===== src/rtl/bcd_scan_mux.sv =====
// BCD scan multiplexer: time-multiplexes a packed BCD word onto one
// 7-segment decoder, one digit per slot, with active-low digit anodes.
// Ports: clk, rst_n (sync, active-low), en (scan enable),
//   digits_i/load_i (staged load), ack_o (load displayed),
//   a_o..d_o (BCD MSB..LSB), anode_n_o (active-low), frame_o (wrap pulse).
// Optional: define BCD_SCAN_LZ_BLANK_EN for leading-zero suppression.
module bcd_scan_mux #(
  parameter int NUM_DIGITS = 4,
  parameter int PRESCALE   = 50000,
  parameter int PRESCALE_W = 16,
  parameter int DEAD       = 2
) (
  input  logic                    clk,
  input  logic                    rst_n,
  input  logic                    en,
  input  logic [4*NUM_DIGITS-1:0] digits_i,
  input  logic                    load_i,
  output logic                    ack_o,
  output logic                    a_o,
  output logic                    b_o,
  output logic                    c_o,
  output logic                    d_o,
  output logic [NUM_DIGITS-1:0]   anode_n_o,
  output logic                    frame_o
);

  localparam int IDX_W = (NUM_DIGITS > 1) ? $clog2(NUM_DIGITS) : 1;
  localparam int DW    = 4 * NUM_DIGITS;

  logic [PRESCALE_W-1:0] cnt;
  logic [IDX_W-1:0]      idx;
  logic [DW-1:0]         staging;
  logic [DW-1:0]         shadow;
  logic                  pending;

  logic [3:0]            bcd_q;
  logic [NUM_DIGITS-1:0] anode_q;
  logic                  ack_q;
  logic                  frame_q;

  logic                  tick;
  logic                  wrap;
  logic                  commit;
  logic [3:0]            cur;
  logic                  sup;
  logic                  light;
  logic [NUM_DIGITS-1:0] anode_d;

  always_comb begin
    tick   = en && (cnt == PRESCALE_W'(PRESCALE - 1));
    wrap   = tick && (idx == IDX_W'(NUM_DIGITS - 1));
    commit = wrap && (pending || load_i);
  end

  // Digit for the current slot, selected from the displayed shadow.
  always_comb begin
    cur = '0;
    for (int k = 0; k < NUM_DIGITS; k++) begin
      if (idx == IDX_W'(k)) cur = shadow[4*k +: 4];
    end
  end

`ifdef BCD_SCAN_LZ_BLANK_EN
  // A slot k>0 is a leading zero when it and all higher digits are 0.
  logic [NUM_DIGITS-1:0] lz;

  always_comb begin
    logic run;
    run = 1'b1;
    lz  = '0;
    for (int k = NUM_DIGITS - 1; k >= 0; k--) begin
      run   = run && (shadow[4*k +: 4] == 4'd0);
      lz[k] = run && (k != 0);
    end
  end

  always_comb begin
    sup = 1'b0;
    for (int k = 0; k < NUM_DIGITS; k++) begin
      if (idx == IDX_W'(k)) sup = lz[k];
    end
  end
`else
  always_comb sup = 1'b0;
`endif

  // Anode lit only past the dead time, for a valid, unsuppressed digit.
  always_comb begin
    light   = en && (cnt >= PRESCALE_W'(DEAD)) &&
              (cur <= 4'd9) && !sup;
    anode_d = '1;
    for (int k = 0; k < NUM_DIGITS; k++) begin
      if (light && (idx == IDX_W'(k))) anode_d[k] = 1'b0;
    end
  end

  always_ff @(posedge clk) begin
    if (!rst_n) begin
      cnt <= '0;
      idx <= '0;
    end else if (en) begin
      if (tick) begin
        cnt <= '0;
        idx <= wrap ? '0 : idx + IDX_W'(1);
      end else begin
        cnt <= cnt + PRESCALE_W'(1);
      end
    end
  end

  // A load on the wrap cycle bypasses staging straight into shadow.
  always_ff @(posedge clk) begin
    if (!rst_n) begin
      staging <= '0;
      shadow  <= '0;
      pending <= 1'b0;
    end else begin
      if (load_i) begin
        staging <= digits_i;
        pending <= 1'b1;
      end
      if (commit) begin
        shadow  <= load_i ? digits_i : staging;
        pending <= 1'b0;
      end
    end
  end

  always_ff @(posedge clk) begin
    if (!rst_n) begin
      bcd_q   <= '0;
      anode_q <= '1;
      ack_q   <= 1'b0;
      frame_q <= 1'b0;
    end else begin
      if (en) bcd_q <= cur;
      anode_q <= anode_d;
      ack_q   <= commit;
      frame_q <= wrap;
    end
  end

  assign a_o       = bcd_q[3];
  assign b_o       = bcd_q[2];
  assign c_o       = bcd_q[1];
  assign d_o       = bcd_q[0];
  assign anode_n_o = anode_q;
  assign ack_o     = ack_q;
  assign frame_o   = frame_q;

endmodule


===== config.mk =====
export PLATFORM = sky130hd
export DESIGN_NAME = bcd_scan_mux
export DESIGN_NICKNAME = d
export VERILOG_FILES = /design/src/rtl/bcd_scan_mux.sv
export SDC_FILE = /design/constraint.sdc
export NUM_CORES = 1
export LEC_CHECK = 0
export BUFFER_PORTS_ARGS = -buffer_cell sky130_fd_sc_hd__buf_2
export CAP_MARGIN = 30
export CORE_MARGIN = 3
export CORE_UTILIZATION = 45
export DETAILED_ROUTE_END_ITERATION = 10
export PLACE_DENSITY = 0.67
export SLEW_MARGIN = 20
export SYNTH_ARGS = -nofsm -noshare
export SYNTH_HDL_FRONTEND = slang
export SYNTH_SLANG_ARGS = --single-unit

===== constraint.sdc =====
create_clock -name clk -period 2.83 [get_ports clk]
set_clock_uncertainty 0.1 [all_clocks]
set_input_delay 0.1415 -clock clk [delete_from_list [all_inputs] [get_ports clk]]
set_output_delay 0.1415 -clock clk [all_outputs]
set_load 0.02 [all_outputs]

# == Yosys cells after proc, flatten, opt, wreduce, memory -nomap -nowiden ==
# Index checks and enable logic that the tools add are counted.
# word_totals
register_bits,61
input_bits,20
# op_classes
bitwise_logic,1
order_cmp,2
add_sub_neg,2
reduce_logical,13
mux,11
eq_ne,4
# ops
op,count
$mux W16,2
$add A16 B1 Y16 const B,1
$eq A16 B16 Y1 const B,1
$ge A16 B2 Y1 const B,1
$mux W4,4
$logic_and A1 B1 Y1,9
$eq A2 B2 Y1 const B,2
$le A4 B4 Y1 const B,1
$mux W1,4
$add A2 B1 Y2 const B,1
$eq A2 B1 Y1 const B,1
$logic_not A2 Y1,1
$mux W2,1
$reduce_and A2 Y1,1
$reduce_or A2 Y1,1
$logic_or A1 B1 Y1,1
$not A1 Y1,1

# == Depth between registers and ports, before layout ==
# logic_depth
word_depth,9
ltp_mapped,7
ltp_nobuf,6

# == Least setup slack after synthesis ==
# Ideal clock, no wire load.
# synth_timing
path_kind,register to register
startpoint,reg cnt[10]
endpoint,reg shadow[10]
synth_period_minus_slack_ns,2.590
stages_incl_launch_ff,7
arrival_time_ns,2.369
path_slack_ns,0.240
n_path_buf,2
t_required_ns,2.609
cell_sequence,dfxtp_1 or4_1 or4_1 buf_2 nor4b_4 buf_6 mux2_2
# synth_between
elab_chain_cells,4
# synth_rtl
element,line,rtl
start: declaration,30,logic [PRESCALE_W-1:0] cnt;
start signal: assignment,106,cnt <= cnt + PRESCALE_W'(1);
$eq A16 B16 Y1,50,tick = en && (cnt == PRESCALE_W'(PRESCALE - 1));
$logic_and A1 B1 Y1,50,
$logic_and A1 B1 Y1,51,wrap = tick && (idx == IDX_W'(NUM_DIGITS - 1));
$logic_and A1 B1 Y1,52,commit = wrap && (pending || load_i);
end signal: assignment,123,shadow <= load_i ? digits_i : staging;
end: declaration,33,logic [DW-1:0] shadow;
# Every way passes these cells.
# A chain may end at the register's enable or synchronous reset.

# == Worst setup path in the final report ==
# layout_timing
startpoint,reg cnt[10]
endpoint,reg shadow[13]
# The elaborated chain is that of the path after synthesis.

==> impl_metrics.json <==
{
  "met3_length_um": 240,
  "synthCells": 280,
  "async_reset_ff_frac": 0,
  "grt-ovfl-total": 0,
  "wl_met1_mm": 2.77,
  "drt_wl_total_mm": 5.33,
  "final_nets": 342,
  "max_stage_delay_ps": 560,
  "synth_edf_count": 0,
  "area_delta_synth_final_pct": 18.4,
  "finish.utilization": 0.562,
  "cts_root_buf": "clkbuf_8",
  "gp_congestion": 0.819,
  "critical_path.max_fanout": 17,
  "track_usage": 0.160,
  "drc": 0,
  "reg2regPathDepth": 5,
  "cts-buffers-inserted": 9,
  "start_kind": "flop",
  "fin_area_sq_mm": 0.00315,
  "tightestPinTransition_ps": 691,
  "clk-insertion-delay-late_ps": 340,
  "finalSetupViolCount": 0,
  "max-slew-margin-rel": 0.535,
  "critPathRequiredTime_ps": 2950,
  "antenna_found_initial": 0,
  "grt_pass1_wl_mm": 8.82,
  "finalCritPeriodShare": 0.900,
  "leakage_nw": 1.29,
  "drt_first_pass_iters": 4,
  "synth-seq-area-share": 0.459,
  "htree_num_levels": 3,
  "hold_ws_ps": 19.7,
  "yosys_register_bits": 61,
  "critPathKind": "flop to flop",
  "hold_viol": 0,
  "avgRoutedWirePerCell_um": 13.5,
  "cts_tree": "yes",
  "path_clk_slew_ps": 60,
  "core.rowCount": 27,
  "drt-initial-drc-count": 90,
  "initial_core_util": 0.474,
  "r2r_setup_slack_ps": 280,
  "grt_pass1_vias": 1871,
  "viasPerCell": 5.11,
  "slew_violations": 0,
  "tns_ps": 0,
  "core-area_sq_mm": 0.00561,
  "yosys_warnings": 0,
  "die_h_um": 82.9,
  "path_cells": "or4_1 > or4_1 > nor4b_4 > buf_12 > mux2_2",
  "synth.distinct_cells": 34,
  "ir_drop_uv": 289,
  "cts-resized-gates": 0,
  "dieArea_sq_mm": 0.00687,
  "route.met2.wl_mm": 2.20,
  "synth-main-ff-cell": "dfxtp_1",
  "min_period_ps": 2550,
  "cap_violations": 0,
  "whs_path_depth": 3,
  "vias": 2007,
  "placement.cell_area_sq_mm": 0.00287,
  "drive_gt1_frac": 0.206,
  "highest_layer": "met4",
  "r2r_end": "shadow[13]$_SDFFE_PN0P_",
  "worst_path_max_delay_cell": "or4_1",
  "cts_sinks": 61,
  "syn_avg_cell_area_sq_um": 9.50,
  "critPathArrivalTime_ps": 2670,
  "cp-end-kind": "flop",
  "crit_top_cell": "or4_1",
  "worst_hold_path_type": "input port to flop",
  "crit-reg2reg-launch": "cnt[10]$_SDFFE_PN0P_",
  "detail-route-antenna-nets": 0,
  "n_antenna_cell": 0,
  "min_to": "staging[10]$_SDFF_PN0_",
  "p_per_area_mw_per_mm2": 548,
  "grt_start_max_net_pins": 29,
  "min_from": "digits_i[10]",
  "fmax_mhz": 393,
  "portBuffers": 29,
  "dpl.hpwl_mm": 3.58,
  "synth.net_count": 306,
  "io_pins": 30,
  "clockBufferDepth": 2,
  "status": "complete, no violations",
  "rsz0062_at_grt": "no",
  "die_w_um": 82.9,
  "syn_area_sq_mm": 0.00266
}
## cells in the mapped netlist, types with 2 or more instances
cell | number | area share
dfxtp_1 | 61 | 0.46
nor2_1 | 39 | 0.055
mux2i_1 | 19 | 0.071
mux2_2 | 16 | 0.068
and2_1 | 15 | 0.035
clkbuf_1 | 15 | 0.021
nand3_1 | 10 | 0.019
nand2_1 | 8 | 0.011
nand4_1 | 8 | 0.019
o21ai_0 | 8 | 0.015
xnor2_1 | 7 | 0.023
a211oi_1 | 6 | 0.017
a21oi_1 | 6 | 0.011
and3_1 | 6 | 0.014
ha_1 | 6 | 0.028
nor3_1 | 6 | 0.011
inv_1 | 5 | 0.0071
nand3b_1 | 5 | 0.014
nor3b_1 | 5 | 0.014
xor2_1 | 5 | 0.016
nor4_1 | 4 | 0.0094
nor2b_1 | 3 | 0.0071
or4_1 | 3 | 0.0085
and4_1 | 2 | 0.0066
buf_2 | 2 | 0.0038
o31ai_1 | 2 | 0.0056
## final cells by class
type | instances | area [sq um]
fill | 544 | 2460
sequential | 61 | 1220
inverter | 6 | 22.5
clock buffer | 12 | 145
multi-input combinational | 195 | 1340
tap | 72 | 90.1
timing repair buffer | 43 | 285
clock inverter | 4 | 47.5
## timing repair
item                      in CTS  in global routing
hold endpoints to repair       9                  0
buffers inserted               0                  0
hold buffers                   9                  0
## placed cells by master (no fill, tap or decap), drive strengths merged, types with 2 or more instances in the layout
cell          n
a211oi        6
a21oi         6
and2         15
and3          6
and4          2
buf          34
clkbuf       12
clkinv        3
dfxtp        61
dlygate4sd3   9
ha            6
inv           5
mux2         16
mux2i        19
nand2         8
nand3        10
nand3b        5
nand4         8
nor2         39
nor2b         3
nor3          6
nor3b         5
nor4          4
o21ai         8
o31ai         2
or4           3
xnor2         7
xor2          5
## report_power, final
part           total, mW  internal [mW]  switching (mW)  leakage (nW)
logic             0.0910         0.0418          0.0493         0.695
clock network      0.751          0.428           0.323        0.0964
registers          0.884          0.877         0.00695         0.496
total               1.73           1.35           0.379          1.29
## sequential cells by signal (all words and copies together), names as in the netlist
register,flops
cnt,16
shadow,16
staging,16
anode_n_o,4
bcd_q,4
idx,2
ack_o,1
frame_o,1
pending,1
## worst max-delay path by stage
stage | from | endpoint
2_1_floorplan | cnt[10]$_SDFFE_PN0P_ | shadow[10]$_SDFFE_PN0P_
3_3_place_gp | cnt[10]$_SDFFE_PN0P_ | shadow[0]$_SDFFE_PN0P_
3_5_place_dp | cnt[10]$_SDFFE_PN0P_ | shadow[6]$_SDFFE_PN0P_
4_1_cts | cnt[10]$_SDFFE_PN0P_ | shadow[6]$_SDFFE_PN0P_
5_1_grt | cnt[10]$_SDFFE_PN0P_ | shadow[1]$_SDFFE_PN0P_
6_report | cnt[10]$_SDFFE_PN0P_ | shadow[13]$_SDFFE_PN0P_
## critical path: cells and delay by family, from the launching register on
| kind | cells | cell delay (ps) |
|---|---|---|
| muxes | 1 | 340 |
| buffers and inverters | 1 | 200 |
| and+or+nand+nor | 3 | 1470 |
| DFF | 1 | 330 |
## routing by layer
layer  GRT usage  vias to the layer above
met4      0.0936                        0
met1       0.218                      909
met2       0.222                       42
met3      0.0456                        8
met5           0                        -
li1            -                     1048
## stage by stage
step / total power [mW] / cells / setup slack (ps)
final: 1.73 / 393 / 284
after detailed placement: 0.985 / 368 / 287
after floorplan: 0.956 / 280 / 240
after global routing: 1.80 / 393 / 213
after CTS: 1.74 / 393 / 286
after global placement: 0.981 / 368 / 334
## kinds of logic (layout without fill, tap and decap cells)
| logic type | count (synthesis) | after routing | share of synthesized area |
|---|---|---|---|
| flip-flops | 61 | 61 | 0.459 |
| buffers and inverters | 24 | 65 | 0.0376 |
| AO/OA/AOI/OAI | 25 | 25 | 0.0583 |
| adder cells (fa/ha/maj) | 6 | 6 | 0.0282 |
| multiplexers | 35 | 35 | 0.139 |
| AND/OR/NAND/NOR | 117 | 117 | 0.238 |
| XOR/XNOR | 12 | 12 | 0.0395 |
Power figures use the tool's default switching activity.
